$ cat config.mk
export PLATFORM = sky130hd
export DESIGN_NAME = reg_file_mp_flat
export DESIGN_NICKNAME = d
export VERILOG_FILES = /design/src/rtl/reg_file_mp_if.sv /design/src/rtl/reg_file_mp.sv /design/src/flat_wrapper.sv
export SDC_FILE = /design/constraint.sdc
export NUM_CORES = 1
export LEC_CHECK = 0
export CELL_PAD_IN_SITES_DETAIL_PLACEMENT = 1
export CELL_PAD_IN_SITES_GLOBAL_PLACEMENT = 1
export CORE_MARGIN = 2
export CORE_UTILIZATION = 45
export DETAILED_ROUTE_END_ITERATION = 12
export PLACE_DENSITY = 0.72
export SLEW_MARGIN = 20
export SYNTH_ARGS = -nofsm -noshare
export SYNTH_HDL_FRONTEND = slang
export SYNTH_SLANG_ARGS = --single-unit
$ cat constraint.sdc
create_clock -name clk -period 4.22 [get_ports clk]
set_input_delay 0.422 -clock clk [delete_from_list [all_inputs] [get_ports clk]]
set_output_delay 0.422 -clock clk [all_outputs]
set_load 0.005 [all_outputs]
$ cat src/rtl/reg_file_mp_if.sv
// Bus bundle for reg_file_mp: write/override port, two read ports, clear sweep and error flag.
// The master side drives requests and the slave side (the register file) returns read data and status.
interface reg_file_mp_if #(
  parameter int DATA_W = 8,
  parameter int ADDR_W = 3
);
  logic              wr_en;
  logic [ADDR_W-1:0] wr_addr;
  logic              dst_ovr;
  logic [ADDR_W-1:0] dst_addr;
  logic [DATA_W-1:0] wr_data;
  logic [ADDR_W-1:0] rd_addrA;
  logic              clr_req;
  logic              err_clr;
  logic [DATA_W-1:0] datA_out;
  logic [DATA_W-1:0] datB_out;
  logic              busy;
  logic              wr_err;

  modport master (
    output wr_en, wr_addr, dst_ovr, dst_addr, wr_data, rd_addrA, clr_req, err_clr,
    input  datA_out, datB_out, busy, wr_err
  );

  modport slave (
    input  wr_en, wr_addr, dst_ovr, dst_addr, wr_data, rd_addrA, clr_req, err_clr,
    output datA_out, datB_out, busy, wr_err
  );
endinterface

$ cat src/rtl/reg_file_mp.sv
// Two-read/one-write register file with a sequential clear sweep and a sticky dropped-write flag.
// Define REG_FILE_BYPASS_EN to forward same-cycle write data onto a matching read port.
module reg_file_mp #(
  parameter int DATA_W = 8,
  parameter int ADDR_W = 3
) (
  input logic          clk,
  input logic          reset_n,
  reg_file_mp_if.slave bus
);

  localparam int DEPTH = 2 ** ADDR_W;
  localparam logic [ADDR_W-1:0] LAST_PTR = ADDR_W'(DEPTH - 1);

  typedef enum logic {
    IDLE,
    CLEAR
  } state_t;

  state_t            state;
  state_t            state_next;
  logic [ADDR_W-1:0] clr_ptr;
  logic [ADDR_W-1:0] clr_ptr_next;
  logic              busy_int;
  logic              err_q;
  logic [ADDR_W-1:0] eff_addr;
  logic [DATA_W-1:0] read_a;
  logic [DATA_W-1:0] read_b;
  logic [DATA_W-1:0] mem [DEPTH];

  assign eff_addr = bus.dst_ovr ? bus.dst_addr : bus.wr_addr;

  // Reset lands in CLEAR so the array, which has no reset of its own, is swept after release
  always_ff @(posedge clk or negedge reset_n) begin
    if (!reset_n) begin
      state   <= CLEAR;
      clr_ptr <= '0;
    end else begin
      state   <= state_next;
      clr_ptr <= clr_ptr_next;
    end
  end

  always_comb begin
    state_next   = state;
    clr_ptr_next = clr_ptr;
    case (state)
      IDLE: begin
        if (bus.clr_req) begin
          state_next   = CLEAR;
          clr_ptr_next = '0;
        end
      end
      CLEAR: begin
        clr_ptr_next = clr_ptr + 1'b1;
        if (clr_ptr == LAST_PTR) begin
          state_next = IDLE;
        end
      end
      default: begin
        state_next   = CLEAR;
        clr_ptr_next = '0;
      end
    endcase
  end

  always_comb begin
    busy_int = (state == CLEAR);
  end

  // The sweep owns the write port while busy, so user writes are simply not performed
  always_ff @(posedge clk) begin
    if (busy_int) begin
      mem[clr_ptr] <= '0;
    end else if (bus.wr_en) begin
      mem[eff_addr] <= bus.wr_data;
    end
  end

  always_ff @(posedge clk or negedge reset_n) begin
    if (!reset_n) begin
      err_q <= 1'b0;
    end else if (bus.wr_en && busy_int) begin
      err_q <= 1'b1;
    end else if (bus.err_clr) begin
      err_q <= 1'b0;
    end
  end

`ifdef REG_FILE_BYPASS_EN
  always_comb begin
    read_a = mem[bus.rd_addrA];
    read_b = mem[bus.wr_addr];
    if (bus.wr_en && (bus.rd_addrA == eff_addr)) begin
      read_a = bus.wr_data;
    end
    if (bus.wr_en && (bus.wr_addr == eff_addr)) begin
      read_b = bus.wr_data;
    end
  end
`else
  always_comb begin
    read_a = mem[bus.rd_addrA];
    read_b = mem[bus.wr_addr];
  end
`endif

  assign bus.datA_out = busy_int ? '0 : read_a;
  assign bus.datB_out = busy_int ? '0 : read_b;
  assign bus.busy     = busy_int;
  assign bus.wr_err   = err_q;

endmodule

$ cat src/flat_wrapper.sv
// flat-port wrapper written by rule: the top's interface ports become plain ports
module reg_file_mp_flat 
#(
  parameter int DATA_W = 8,
  parameter int ADDR_W = 3
)
  (clk, reset_n, bus_wr_en, bus_wr_addr, bus_dst_ovr, bus_dst_addr, bus_wr_data, bus_rd_addrA, bus_clr_req, bus_err_clr, bus_datA_out, bus_datB_out, bus_busy, bus_wr_err);
  reg_file_mp_if #(.DATA_W(DATA_W), .ADDR_W(ADDR_W)) bus_i ();
  input logic clk;
  input logic reset_n;
  input wire logic [$bits(bus_i.wr_en)-1:0] bus_wr_en;
  input wire logic [$bits(bus_i.wr_addr)-1:0] bus_wr_addr;
  input wire logic [$bits(bus_i.dst_ovr)-1:0] bus_dst_ovr;
  input wire logic [$bits(bus_i.dst_addr)-1:0] bus_dst_addr;
  input wire logic [$bits(bus_i.wr_data)-1:0] bus_wr_data;
  input wire logic [$bits(bus_i.rd_addrA)-1:0] bus_rd_addrA;
  input wire logic [$bits(bus_i.clr_req)-1:0] bus_clr_req;
  input wire logic [$bits(bus_i.err_clr)-1:0] bus_err_clr;
  output wire logic [$bits(bus_i.datA_out)-1:0] bus_datA_out;
  output wire logic [$bits(bus_i.datB_out)-1:0] bus_datB_out;
  output wire logic [$bits(bus_i.busy)-1:0] bus_busy;
  output wire logic [$bits(bus_i.wr_err)-1:0] bus_wr_err;
  assign bus_i.wr_en = bus_wr_en;
  assign bus_i.wr_addr = bus_wr_addr;
  assign bus_i.dst_ovr = bus_dst_ovr;
  assign bus_i.dst_addr = bus_dst_addr;
  assign bus_i.wr_data = bus_wr_data;
  assign bus_i.rd_addrA = bus_rd_addrA;
  assign bus_i.clr_req = bus_clr_req;
  assign bus_i.err_clr = bus_err_clr;
  assign bus_datA_out = bus_i.datA_out;
  assign bus_datB_out = bus_i.datB_out;
  assign bus_busy = bus_i.busy;
  assign bus_wr_err = bus_i.wr_err;
  reg_file_mp #(.DATA_W(DATA_W), .ADDR_W(ADDR_W)) u_core (.clk(clk), .reset_n(reset_n), .bus(bus_i));
endmodule
; ---- Word level (Yosys, flattened, before mapping)
; Memories as Yosys holds them, arrays and structs flattened.
; Index checks and enable logic that the tools add are counted.
[classes]
n_reduce_logical = 3
n_addsub = 1
bitwise_logic = 1
eq_ne = 2
muxes = 18
[op_table]
columns = operator, n
row1 = $mux W8, 3
row2 = $mux W1, 10
row3 = $mux W3, 3
row4 = $reduce_or A8 Y1, 1
row5 = $pmux W3 S2, 1
row6 = $add A3 B1 Y3 const B, 1
row7 = $eq A3 B3 Y1 const B, 1
row8 = $ne A2 B2 Y1 const B, 1
row9 = $pmux W1 S2, 1
row10 = $reduce_bool A2 Y1, 1
row11 = $logic_and A1 B1 Y1, 1
row12 = $not A1 Y1, 1
[totals]
elab_cells = 29
n_memories = 1
register_bits = 5
output_inout_bits = 18
mem_bits_rw = 64
[memory_table]
columns = memory, depth, width, rd, rd_clocked_by_memory_dff, write_ports, line
row1 = u_core.mem, 8, 8, 2, 0, 1, reg_file_mp.sv:29  ; logic [DATA_W-1:0] mem [DEPTH];

; ---- Longest topological paths before layout
[logic_depth]
word_depth = 5
depth_mapped = 5
mapped_depth_nobuf = 4

; ---- Worst setup path after synthesis
; No wires, ideal clock.
[synth_path]
path_type = input port to flip-flop
from = input bus_wr_addr[1]
to = memory u_core.mem[4][0], enable pin
t_required_ps = 3837
slack_ps = 1964
path_buffers = 2
t_arrival_ps = 1873
path_stages = 5
setup_time_ps = 383
path_cell_list = buf_6 -> buf_12 -> mux2_2 -> mux2_4 -> nor3_1
[synth_between]
elab_chain_len = 2
[synth_rtl]
columns = item, line
row1 = start: declaration, flat_wrapper.sv:12  ; input wire logic [$bits(bus_i.wr_addr)-1:0] bus_wr_addr;
row2 = $mux W3, reg_file_mp.sv:31  ; assign eff_addr = bus.dst_ovr ? bus.dst_addr : bus.wr_addr;
row3 = $mux W3 (no line), --
row4 = end: declaration, reg_file_mp.sv:29
; No other way between the ends.

; ---- Final worst setup path
[layout_path]
from = input bus_rd_addrA[2]
to = output bus_datA_out[0]
[layout_between]
elab_chain_len = 2
[layout_rtl]
columns = item, line
row1 = start: declaration, flat_wrapper.sv:16  ; input wire logic [$bits(bus_i.rd_addrA)-1:0] bus_rd_addrA;
row2 = $mem_v2 Z8 W8, --
row3 = $mux W8, reg_file_mp.sv:108  ; assign bus.datA_out = busy_int ? '0 : read_a;
row4 = end: declaration, flat_wrapper.sv:19  ; output wire logic [$bits(bus_i.datA_out)-1:0] bus_datA_out;
; No other way between the ends.

==> out/qor.csv <==
stage,metric,value,unit
synthesis,"Top FF cell, synth",edfxtp_1,
grt,global route overflow,0,
critical_path,logic depth of the worst register-to-register path,3,
critical_path,FF-to-FF End,u_core.mem[7][7],
timing,Least-Margin Pin Slew,1.01,ns
critical_path,kind of start point of the critical path,input pin,
grt,GRT Total Usage,0.213,
floorplanning,core box area,0.00733,mm2
critical_path,crit path max fanout,16,
clock_tree,CTS Root Cell,clkbuf_8,
floorplanning,Die W,91.7,um
clock_tree,clk slew on worst S/H paths,0.08,ns
synthesis,Async SR Flop Fraction,0.0725,
synthesis,register area share after synthesis,0.592,
drt,DRT Wirelength,8330,um
power,Peak VDD IR,0.000429,V
critical_path,reg-to-reg startpoint,u_core.bus.busy,
critical_path,Worst EP arrival,2.59,ns
critical_path,flop2flop setup slack,1.55,ns
timing,final setup TNS,0,ns
synthesis,"top cells by count, synth","edfxtp_1 (64), mux2i_1 (19), nor2_1 (17)",
grt,pin count of the biggest net entering global routing,30,
layout,non-filler cells in the finished layout,338,
flow_run,total of max-cap violations,0,
timing,slew margin rel.,0.324,
clock_tree,Post-CTS Setup Inserts,0,
min_path,min-delay worst type,in2async,
synthesis,Post-Syn Instances,190,
timing,max-slew violations,0,
timing,fin crit share,0.715,
layout,area delta synth->final,20.9,%
clock_tree,Clock Sinks,69,
timing,Max Clock Freq,0.332,GHz
drt,Routed Antenna Nets,0,
timing,final setup vio count,0,
drt,TritonRoute pass-1 iters,4,
clock_tree,Hold Buf Count CTS,0,
timing,final hold vios,0,
layout,post-route cell area,0.00418,mm2
clock_tree,cts bufs inserted,9,
timing,RSZ-0062 raised after global routing,false,
power,leakage,1.47,nW
synthesis,number of unique standard cell types used by synthesis,29,
floorplanning,Die Y,91.7,um
timing,Tmin final,3.02,ns
grt,number of global-route vias before repair,2192,
power,P per Cell Area,574,mW/mm2
synthesis,"top cells by area, synth","edfxtp_1 (56%), mux4_1 (12%), mux4_2 (10%)",
synthesis,"EDFF count, synth",64,
critical_path,CP startpoint,bus_rd_addrA[2],
critical_path,"Data required, critical path",3.80,ns
placement,routability cong.,0.750,
synthesis,most numerous cell in the Yosys netlist,edfxtp_1,
drt,via count,1996,
critical_path,Critical Setup Path Class,in2out,
floorplanning,I/O pin count,41,
floorplanning,Die ar.,0.00841,mm2
synthesis,synthesized area,0.00346,mm2
layout,share of layout cells above drive strength 1,0.222,
synthesis,"Net Count, Synth",215,
clock_tree,Clock Path Buffers,2,
run_status,status,"complete, no violations",
synthesis,Yosys warning total,0,
synthesis,"area leader, netlist",edfxtp_1,
synthesis,flip-flop and latch count after synthesis,69,
floorplanning,Core Rows,31,
drt,DR vias/cell,5.91,
critical_path,Critical Path End,bus_datA_out[0],
drt,drt wl/cell,24.6,um
clock_tree,CTS tree,yes,
clock_tree,post_cts resized,0,
grt,first-pass GRT wire length,12900,um
placement,Placed Cells,322,
layout,ANT cells,0,
placement,dpl cell area,0.00396,mm2
power,total power,2.40,mW
clock_tree,"Clk Latency, worst-skew pair",0.35,ns
placement,post-DP HPWL,5350,um
placement,Port Buf Inserts,40,
synthesis,syn_area_per_cell,18.2,um2
drt,First DRT Iteration DRCs,113,
synthesis,top cell type's share of synthesized area,0.556,
critical_path,CP endpoint kind,output pin,
layout,Nets,259,
grt,initial antenna violation count,0,
drt,DRC Markers,0,
floorplanning,Initial Utilization,0.472,
clock_tree,htree depth,3,
timing,Setup Skew,0.00718,ns
==> critical path, cell delays in order <==
cell and delay, ns:
clkdlybuf4s50_1 1.05, mux4_2 0.42, mux2i_1 0.17, nor2_1 0.07
clkdlybuf4s50_1 0.47
==> metal layers <==
metal,global-route usage,share of wire
met5,0,0
met4,0.105,0.024
met3,0.0435,0.078
met2,0.382,0.54
met1,0.242,0.36
==> cell usage in the layout, fill, tap and decap left out <==
| master | Yosys | routed |
|---|---|---|
| edfxtp_1 | 64 | 64 |
| clkdlybuf4s50_1 | 0 | 40 |
| mux2i_1 | 19 | 19 |
| nor2_1 | 17 | 17 |
| mux4_2 | 16 | 16 |
| mux4_1 | 16 | 16 |
| clkbuf_8 | 1 | 9 |
| and2_1 | 8 | 8 |
| buf_4 | 1 | 7 |
| nor3_2 | 0 | 6 |
| dfrtp_1 | 4 | 4 |
| nand2b_1 | 3 | 3 |
| mux2_2 | 3 | 3 |
| nand2_1 | 3 | 3 |
| o21ai_0 | 3 | 3 |
| clkinvlp_4 | 0 | 3 |
| a21oi_1 | 2 | 2 |
| nor3_1 | 8 | 2 |
| ha_1 | 2 | 2 |
| clkinv_4 | 0 | 2 |
| bufinv_16 | 0 | 2 |
| nor2b_4 | 1 | 1 |
| a2bb2oi_1 | 1 | 1 |
| mux2_4 | 1 | 1 |
| and2b_2 | 1 | 1 |
| nor3b_1 | 1 | 1 |
| or2_2 | 1 | 1 |
| inv_1 | 1 | 1 |
| dfstp_2 | 1 | 1 |
==> through the flow <==
| stage | util | hold WS, ns | setup slack [ns] |
|---|---|---|---|
| floorplan | - | 0.126 | 1.96 |
| global placement | 0.540 | 0.522 | 1.21 |
| detailed placement | 0.540 | 0.528 | 1.12 |
| CTS | 0.570 | 0.285 | 1.20 |
| global route | 0.570 | 0.288 | 1.10 |
| finish | 0.570 | 0.289 | 1.20 |
==> worst min-delay path by stage <==
stage,end,slack [ns],cells after the start
2_1_floorplan,u_core.bus.wr_err,0.13,0
3_3_place_gp,u_core.bus.wr_err,0.52,2
3_5_place_dp,u_core.bus.wr_err,0.53,2
4_1_cts,u_core.bus.wr_err,0.29,1
5_1_grt,u_core.clr_ptr[0],0.29,1
6_report,u_core.bus.wr_err,0.29,1
==> final cells by class <==
| class | count | area (um2) |
|---|---|---|
| clock buffer | 9 | 124 |
| tap | 99 | 124 |
| fill | 661 | 3150 |
| multi-input combinational | 106 | 1330 |
| inverter | 1 | 3.75 |
| sequential | 69 | 2050 |
| timing repair buffer | 47 | 453 |
| clock inverter | 7 | 100 |
==> power by group <==
part	leakage, nW	internal [mW]	switching, mW
clock	0.102	0.334	0.267
combinational	0.708	0.327	0.351
sequential	0.662	0.989	0.133
total	1.47	1.65	0.751
==> registers in the layout, indices dropped and copies added (netlist names) <==
name / flops
u_core.clr_ptr: 3
u_core.mem: 64
u_core.bus.wr_err: 1
u_core.bus.busy: 1
==> cell families (layout without fill, tap and decap cells) <==
group,Yosys count,after routing,synth area share
muxes,55,55,0.295
and+or+nand+nor,43,43,0.0637
adders and majority gates,2,2,0.00723
buffers and inverters,15,64,0.0325
DFF,69,69,0.592
AOI/OAI and AO/OA,6,6,0.00976
(Power assumes the default switching activity.)
